--- src/rtl/interval_timer_arbiter_if.sv ---
// Request/grant bundle between requesters and the interval timer arbiter.
// The abort signal exists only when TIMER_ABORT_EN is defined.
interface interval_timer_arbiter_if;
    logic [2:0] req;
    logic [3:0] dur0;
    logic [3:0] dur1;
    logic [3:0] dur2;
    logic [2:0] gnt;
    logic       busy;
    logic [2:0] done;
    logic [3:0] q;
`ifdef TIMER_ABORT_EN
    logic       abort;

    modport master (
        output req, dur0, dur1, dur2, abort,
        input  gnt, busy, done, q
    );
    modport slave (
        input  req, dur0, dur1, dur2, abort,
        output gnt, busy, done, q
    );
`else
    modport master (
        output req, dur0, dur1, dur2,
        input  gnt, busy, done, q
    );
    modport slave (
        input  req, dur0, dur1, dur2,
        output gnt, busy, done, q
    );
`endif
endinterface

--- src/rtl/interval_timer_arbiter.sv ---
// Round-robin arbiter handing out one timed interval on a shared 4-bit counter.
// Optional RUN abort is enabled by defining TIMER_ABORT_EN.
module interval_timer_arbiter (
    input  logic                     clk,
    input  logic                     rst,
    interval_timer_arbiter_if.slave  bus
);
    typedef enum logic [1:0] {
        IDLE = 2'd0,
        RUN  = 2'd1,
        DONE = 2'd2
    } state_e;

    state_e     state_q;
    logic [3:0] q_q;
    logic [3:0] durl_q;
    logic [2:0] gnt_q;
    logic [2:0] done_q;
    logic       busy_q;
    logic [1:0] rr_q;

    logic       win_vld;
    logic [1:0] win_idx;
    logic [2:0] win_oh;
    logic [3:0] win_dur;
    logic [1:0] gnt_idx;
    logic [1:0] rr_d;
    logic       at_end;

    // Search order rr, rr+1, rr+2 (mod 3); first asserted request wins.
    always_comb begin
        win_vld = |bus.req;
        win_idx = 2'd0;
        unique case (rr_q)
            2'd1: begin
                if (bus.req[1])      win_idx = 2'd1;
                else if (bus.req[2]) win_idx = 2'd2;
                else                 win_idx = 2'd0;
            end
            2'd2: begin
                if (bus.req[2])      win_idx = 2'd2;
                else if (bus.req[0]) win_idx = 2'd0;
                else                 win_idx = 2'd1;
            end
            default: begin
                if (bus.req[0])      win_idx = 2'd0;
                else if (bus.req[1]) win_idx = 2'd1;
                else                 win_idx = 2'd2;
            end
        endcase
    end

    always_comb begin
        win_oh  = 3'b000;
        win_dur = 4'd0;
        unique case (win_idx)
            2'd1: begin
                win_oh  = 3'b010;
                win_dur = bus.dur1;
            end
            2'd2: begin
                win_oh  = 3'b100;
                win_dur = bus.dur2;
            end
            default: begin
                win_oh  = 3'b001;
                win_dur = bus.dur0;
            end
        endcase
    end

    always_comb begin
        gnt_idx = 2'd0;
        unique case (1'b1)
            gnt_q[2]: gnt_idx = 2'd2;
            gnt_q[1]: gnt_idx = 2'd1;
            default:  gnt_idx = 2'd0;
        endcase
    end

    assign rr_d   = (gnt_idx == 2'd2) ? 2'd0 : gnt_idx + 2'd1;
    assign at_end = (q_q == durl_q);

    always_ff @(posedge clk) begin
        if (rst) begin
            state_q <= IDLE;
            q_q     <= 4'd0;
            durl_q  <= 4'd0;
            gnt_q   <= 3'b000;
            done_q  <= 3'b000;
            busy_q  <= 1'b0;
            rr_q    <= 2'd0;
        end else begin
            unique case (state_q)
                IDLE: begin
                    q_q    <= 4'd0;
                    done_q <= 3'b000;
                    if (win_vld) begin
                        state_q <= RUN;
                        gnt_q   <= win_oh;
                        durl_q  <= win_dur;
                        busy_q  <= 1'b1;
                    end else begin
                        gnt_q  <= 3'b000;
                        busy_q <= 1'b0;
                    end
                end
                RUN: begin
`ifdef TIMER_ABORT_EN
                    if (bus.abort) begin
                        state_q <= IDLE;
                        q_q     <= 4'd0;
                        gnt_q   <= 3'b000;
                        busy_q  <= 1'b0;
                        rr_q    <= rr_d;
                    end else
`endif
                    if (at_end) begin
                        state_q <= DONE;
                        done_q  <= gnt_q;
                    end else begin
                        q_q <= q_q + 4'd1;
                    end
                end
                DONE: begin
                    state_q <= IDLE;
                    q_q     <= 4'd0;
                    gnt_q   <= 3'b000;
                    done_q  <= 3'b000;
                    busy_q  <= 1'b0;
                    rr_q    <= rr_d;
                end
                default: begin
                    state_q <= IDLE;
                    q_q     <= 4'd0;
                    gnt_q   <= 3'b000;
                    done_q  <= 3'b000;
                    busy_q  <= 1'b0;
                end
            endcase
        end
    end

    assign bus.gnt  = gnt_q;
    assign bus.busy = busy_q;
    assign bus.done = done_q;
    assign bus.q    = q_q;
endmodule

--- src/flat_wrapper.sv ---
// flat-port wrapper written by rule: the top's interface ports become plain ports
module interval_timer_arbiter_flat 
  (clk, rst, bus_req, bus_dur0, bus_dur1, bus_dur2, bus_gnt, bus_busy, bus_done, bus_q);
  interval_timer_arbiter_if bus_i ();
  input  logic clk;
  input  logic rst;
  input wire logic [$bits(bus_i.req)-1:0] bus_req;
  input wire logic [$bits(bus_i.dur0)-1:0] bus_dur0;
  input wire logic [$bits(bus_i.dur1)-1:0] bus_dur1;
  input wire logic [$bits(bus_i.dur2)-1:0] bus_dur2;
  output wire logic [$bits(bus_i.gnt)-1:0] bus_gnt;
  output wire logic [$bits(bus_i.busy)-1:0] bus_busy;
  output wire logic [$bits(bus_i.done)-1:0] bus_done;
  output wire logic [$bits(bus_i.q)-1:0] bus_q;
  assign bus_i.req = bus_req;
  assign bus_i.dur0 = bus_dur0;
  assign bus_i.dur1 = bus_dur1;
  assign bus_i.dur2 = bus_dur2;
  assign bus_gnt = bus_i.gnt;
  assign bus_busy = bus_i.busy;
  assign bus_done = bus_i.done;
  assign bus_q = bus_i.q;
  interval_timer_arbiter u_core (.clk(clk), .rst(rst), .bus(bus_i));
endmodule
--- config.mk ---
export PLATFORM = sky130hd
export DESIGN_NAME = interval_timer_arbiter_flat
export DESIGN_NICKNAME = d
export VERILOG_FILES = /design/src/rtl/interval_timer_arbiter_if.sv /design/src/rtl/interval_timer_arbiter.sv /design/src/flat_wrapper.sv
export SDC_FILE = /design/constraint.sdc
export NUM_CORES = 1
export LEC_CHECK = 0
export BUFFER_PORTS_ARGS = -buffer_cell sky130_fd_sc_hd__buf_2
export CAP_MARGIN = 20
export CELL_PAD_IN_SITES_DETAIL_PLACEMENT = 2
export CELL_PAD_IN_SITES_GLOBAL_PLACEMENT = 2
export CORE_UTILIZATION = 31
export CTS_CLUSTER_DIAMETER = 30
export DETAILED_ROUTE_END_ITERATION = 16
export GPL_TIMING_DRIVEN = 0
export PLACE_DENSITY_LB_ADDON = 0.1
export REMOVE_ABC_BUFFERS = 1
export SKIP_LAST_GASP = 1
export SLEW_MARGIN = 20
export SYNTH_ARGS = -nofsm -noshare
export SYNTH_HDL_FRONTEND = slang
export SYNTH_SLANG_ARGS = --single-unit
export TNS_END_PERCENT = 5
--- constraint.sdc ---
create_clock -name clk -period 3.7 [get_ports clk]
set_input_delay 0.555 -clock clk [delete_from_list [all_inputs] [get_ports clk]]
set_output_delay 0.555 -clock clk [all_outputs]
set_load 0.02 [all_outputs]
==> results.cfg <==
[status]
outcome = finished, violations left
violations = design-rule violations

[pwr]
power.total_uw = 683.7
p_clk_share_pct = 15.9
p_leak_nw = 0.5507
p_per_area_mw_per_mm2 = 594.6
switching_share_pct = 39.44
peakVddDrop_v = 0.0002097
p_int_uw = 414.0
seq_power_share_pct = 41.6
p_comb_share_pct = 42.4
switchingPower_uw = 269.7

[die]
die_h_um = 57.89
boundaryPins = 28
start_util_pct = 33.95
dieArea_sq_mm = 0.003351
rows = 19
die_x_um = 57.89
coreArea_sq_mm = 0.002853

[synthesis]
syn-instance-count = 105
synth.yosys.warnings = 0
ys_ff_latch = 19
async_flop_share_pct = 0
synth_edf_count = 0
netlist_area_sq_um = 968.4
synth_flop_cell = dfxtp_1
ys_seq_area_share_pct = 39.28
postSynthAreaPerCell_sq_um = 9.223
ys_types = 28

[worst_setup_path]
crit_type = flop to flop
crit_top_cell = ha_1
critPathLaunchType = flop
end_kind = flop
arrival_ns = 2.45
crit_cells = 9
cp_max_fo = 9
crit_buf_inv = 1
rr_worst_depth = 9
cp_top_family = adder cells
slowest_delay_ns = 0.40
worstPathCellList = inv_1 > ha_1 > nand2b_1 > o21ai_0 > ha_1 > a221oi_1 > a21oi_1 > mux2i_1 > nor2_1
reg2reg_slack_ns = 1.45
required_ns = 3.90
cp_slowest_cell = ha_1

[routing]
num_vias = 871
drtAntennaViolNets = 0
drt_wl_total_um = 2338
wl_per_cell_um = 14.26
first_pass_iters = 9
drc = 1
viasPerCell = 5.311
drt-initial-drc-count = 18

[sta]
slew_headroom_pct = 65.24
tightest_slew_ns = 0.5171
finalHoldViolations = 0
tns_ns = 0
fin_hold_ws_ns = 0.4688
fin_crit_ns = 2.251
post-route-period-util_pct = 60.85
finalClockSkew_ns = 0.01277
setup_viol = 0
timing.final.ws_setup_ns = 1.449
rsz0062_at_grt = no
slew_viol_final = 0
fmax_mhz = 444.2

[hold_path]
min-delay-path-class = flop to flop
min_path_cells = 1

[grt]
grt_max_degree = 12
grt_overflow_total = 0
globalRouteTotalUtil_pct = 15.83
antenna_found_initial = 0
grt_pass1_wl_um = 3891
grt_pass1_vias = 901

[cells_and_area]
layout.nets = 157
layout_common_cells = buf_2, dfxtp_1, nor2_1
final_common_cell = buf_2
n_fill_cell = 347
multi_input_area_sq_um = 534.3
syn2layout_area_growth_pct = 18.73
layout-drive-gt1-share_pct = 27.82
seqCellArea_sq_um = 380.4
n_antenna_cell = 0

[clock_tree]
ctsHoldBuffers = 0
cts_setup_buffers = 0
tritoncts = done
htree_levels = 1
post_cts_resized = 0
clk-insertion-delay-late_ns = 0.31
cts.sinks = 19
cts_root_buf = clkbuf_4
clkTransAtPathRegs_ns = 0.12
cts_buffer_depth = 2
numCtsBuffers = 3

[place]
port_buffers = 27
dp_slack_ns = 1.439
place_congestion = 0.7291
dp_hpwl_um = 1868

[flow_run]
drv_cap = 0
final cells by class:
type                            instances  area share (%)
Tap cell                               31           3.373
Clock buffer                            3           1.959
Timing Repair Buffer                   27           11.75
Clock inverter                          1          0.4353
Inverter                                9           2.938
Sequential cell                        19           33.08
Multi-Input combinational cell         74           46.46
cell usage after synthesis, types with 2 or more instances:
cell / n / area, sq um
a21o_1: 2 / 15.01
nor2b_1: 2 / 12.51
nor2_1: 17 / 63.81
a221oi_1: 4 / 35.03
o21ai_0: 2 / 10.01
xnor2_1: 5 / 43.79
a22o_1: 3 / 26.28
a21oi_1: 7 / 35.03
dfxtp_1: 19 / 380.4
ha_1: 6 / 75.07
inv_1: 9 / 33.78
nand2_1: 3 / 11.26
mux2i_1: 9 / 90.09
a31o_2: 2 / 17.52
nand2b_1: 2 / 12.51
power by group through the flow:
stage               Sequential (mW)  Combinational [mW]  Clock [mW]
detailed placement            0.291               0.294           0
global route                  0.291               0.320       0.122
finish                        0.285               0.290       0.109
floorplan                     0.304               0.200           0
global placement              0.289               0.283           0
CTS                           0.286               0.295       0.114
stage by stage:
stage                     instances  instance area [sq um]  utilization, %
after floorplan                 102                  948.4               -
after global placement          160                   1122           39.34
after detailed placement        160                   1122           39.34
after CTS                       164                   1150           40.31
after global routing            164                   1150           40.31
final                           164                   1150           40.31
worst register-to-register path, cell delays in order, from the launching register on:
cell and delay (ns):
dfxtp_1 0.35, inv_1 0.06, ha_1 0.35, nand2b_1 0.16, o21ai_0 0.26, ha_1 0.40, a221oi_1 0.26, a21oi_1 0.08
mux2i_1 0.16, nor2_1 0.05
routing by layer:
| layer | global-route usage, % | vias up | routed length [um] |
|---|---|---|---|
| met5 | 0 | - | 0 |
| met4 | 8.163 | 0 | 48 |
| met3 | 4.688 | 5 | 85 |
| met2 | 27.91 | 14 | 1184 |
| met1 | 17.06 | 428 | 1019 |
| li1 | - | 424 | - |
worst paths after layout:
kind	from	endpoint
hold / removal	u_core.bus.busy$_SDFFE_PP0P_	u_core.bus.busy$_SDFFE_PP0P_
setup reg to reg	u_core.rr_q[0]$_SDFFE_PP0N_	u_core.durl_q[0]$_SDFFE_PP0P_
hold reg to reg	u_core.bus.busy$_SDFFE_PP0P_	u_core.bus.busy$_SDFFE_PP0P_
setup / recovery	u_core.rr_q[0]$_SDFFE_PP0N_	u_core.durl_q[0]$_SDFFE_PP0P_
flip-flops by register name (all words and copies together) (netlist names):
name             flops
u_core.bus.q         4
u_core.rr_q          2
u_core.state_q       2
u_core.bus.busy      1
u_core.bus.done      3
u_core.durl_q        4
u_core.bus.gnt       3
cell families (layout without fill, tap and decap cells):
| group | count (synthesis) | count (layout) | share of synthesized area [%] |
|---|---|---|---|
| and+or+nand+nor | 32 | 32 | 17.83 |
| AOI/OAI and AO/OA | 22 | 22 | 15.76 |
| buffers and inverters | 12 | 40 | 5.554 |
| xor gates and xnor gates | 5 | 5 | 4.522 |
| muxes | 9 | 9 | 9.303 |
| adders and majority gates | 6 | 6 | 7.752 |
| DFF | 19 | 19 | 39.28 |
(Power assumes the default switching activity.)
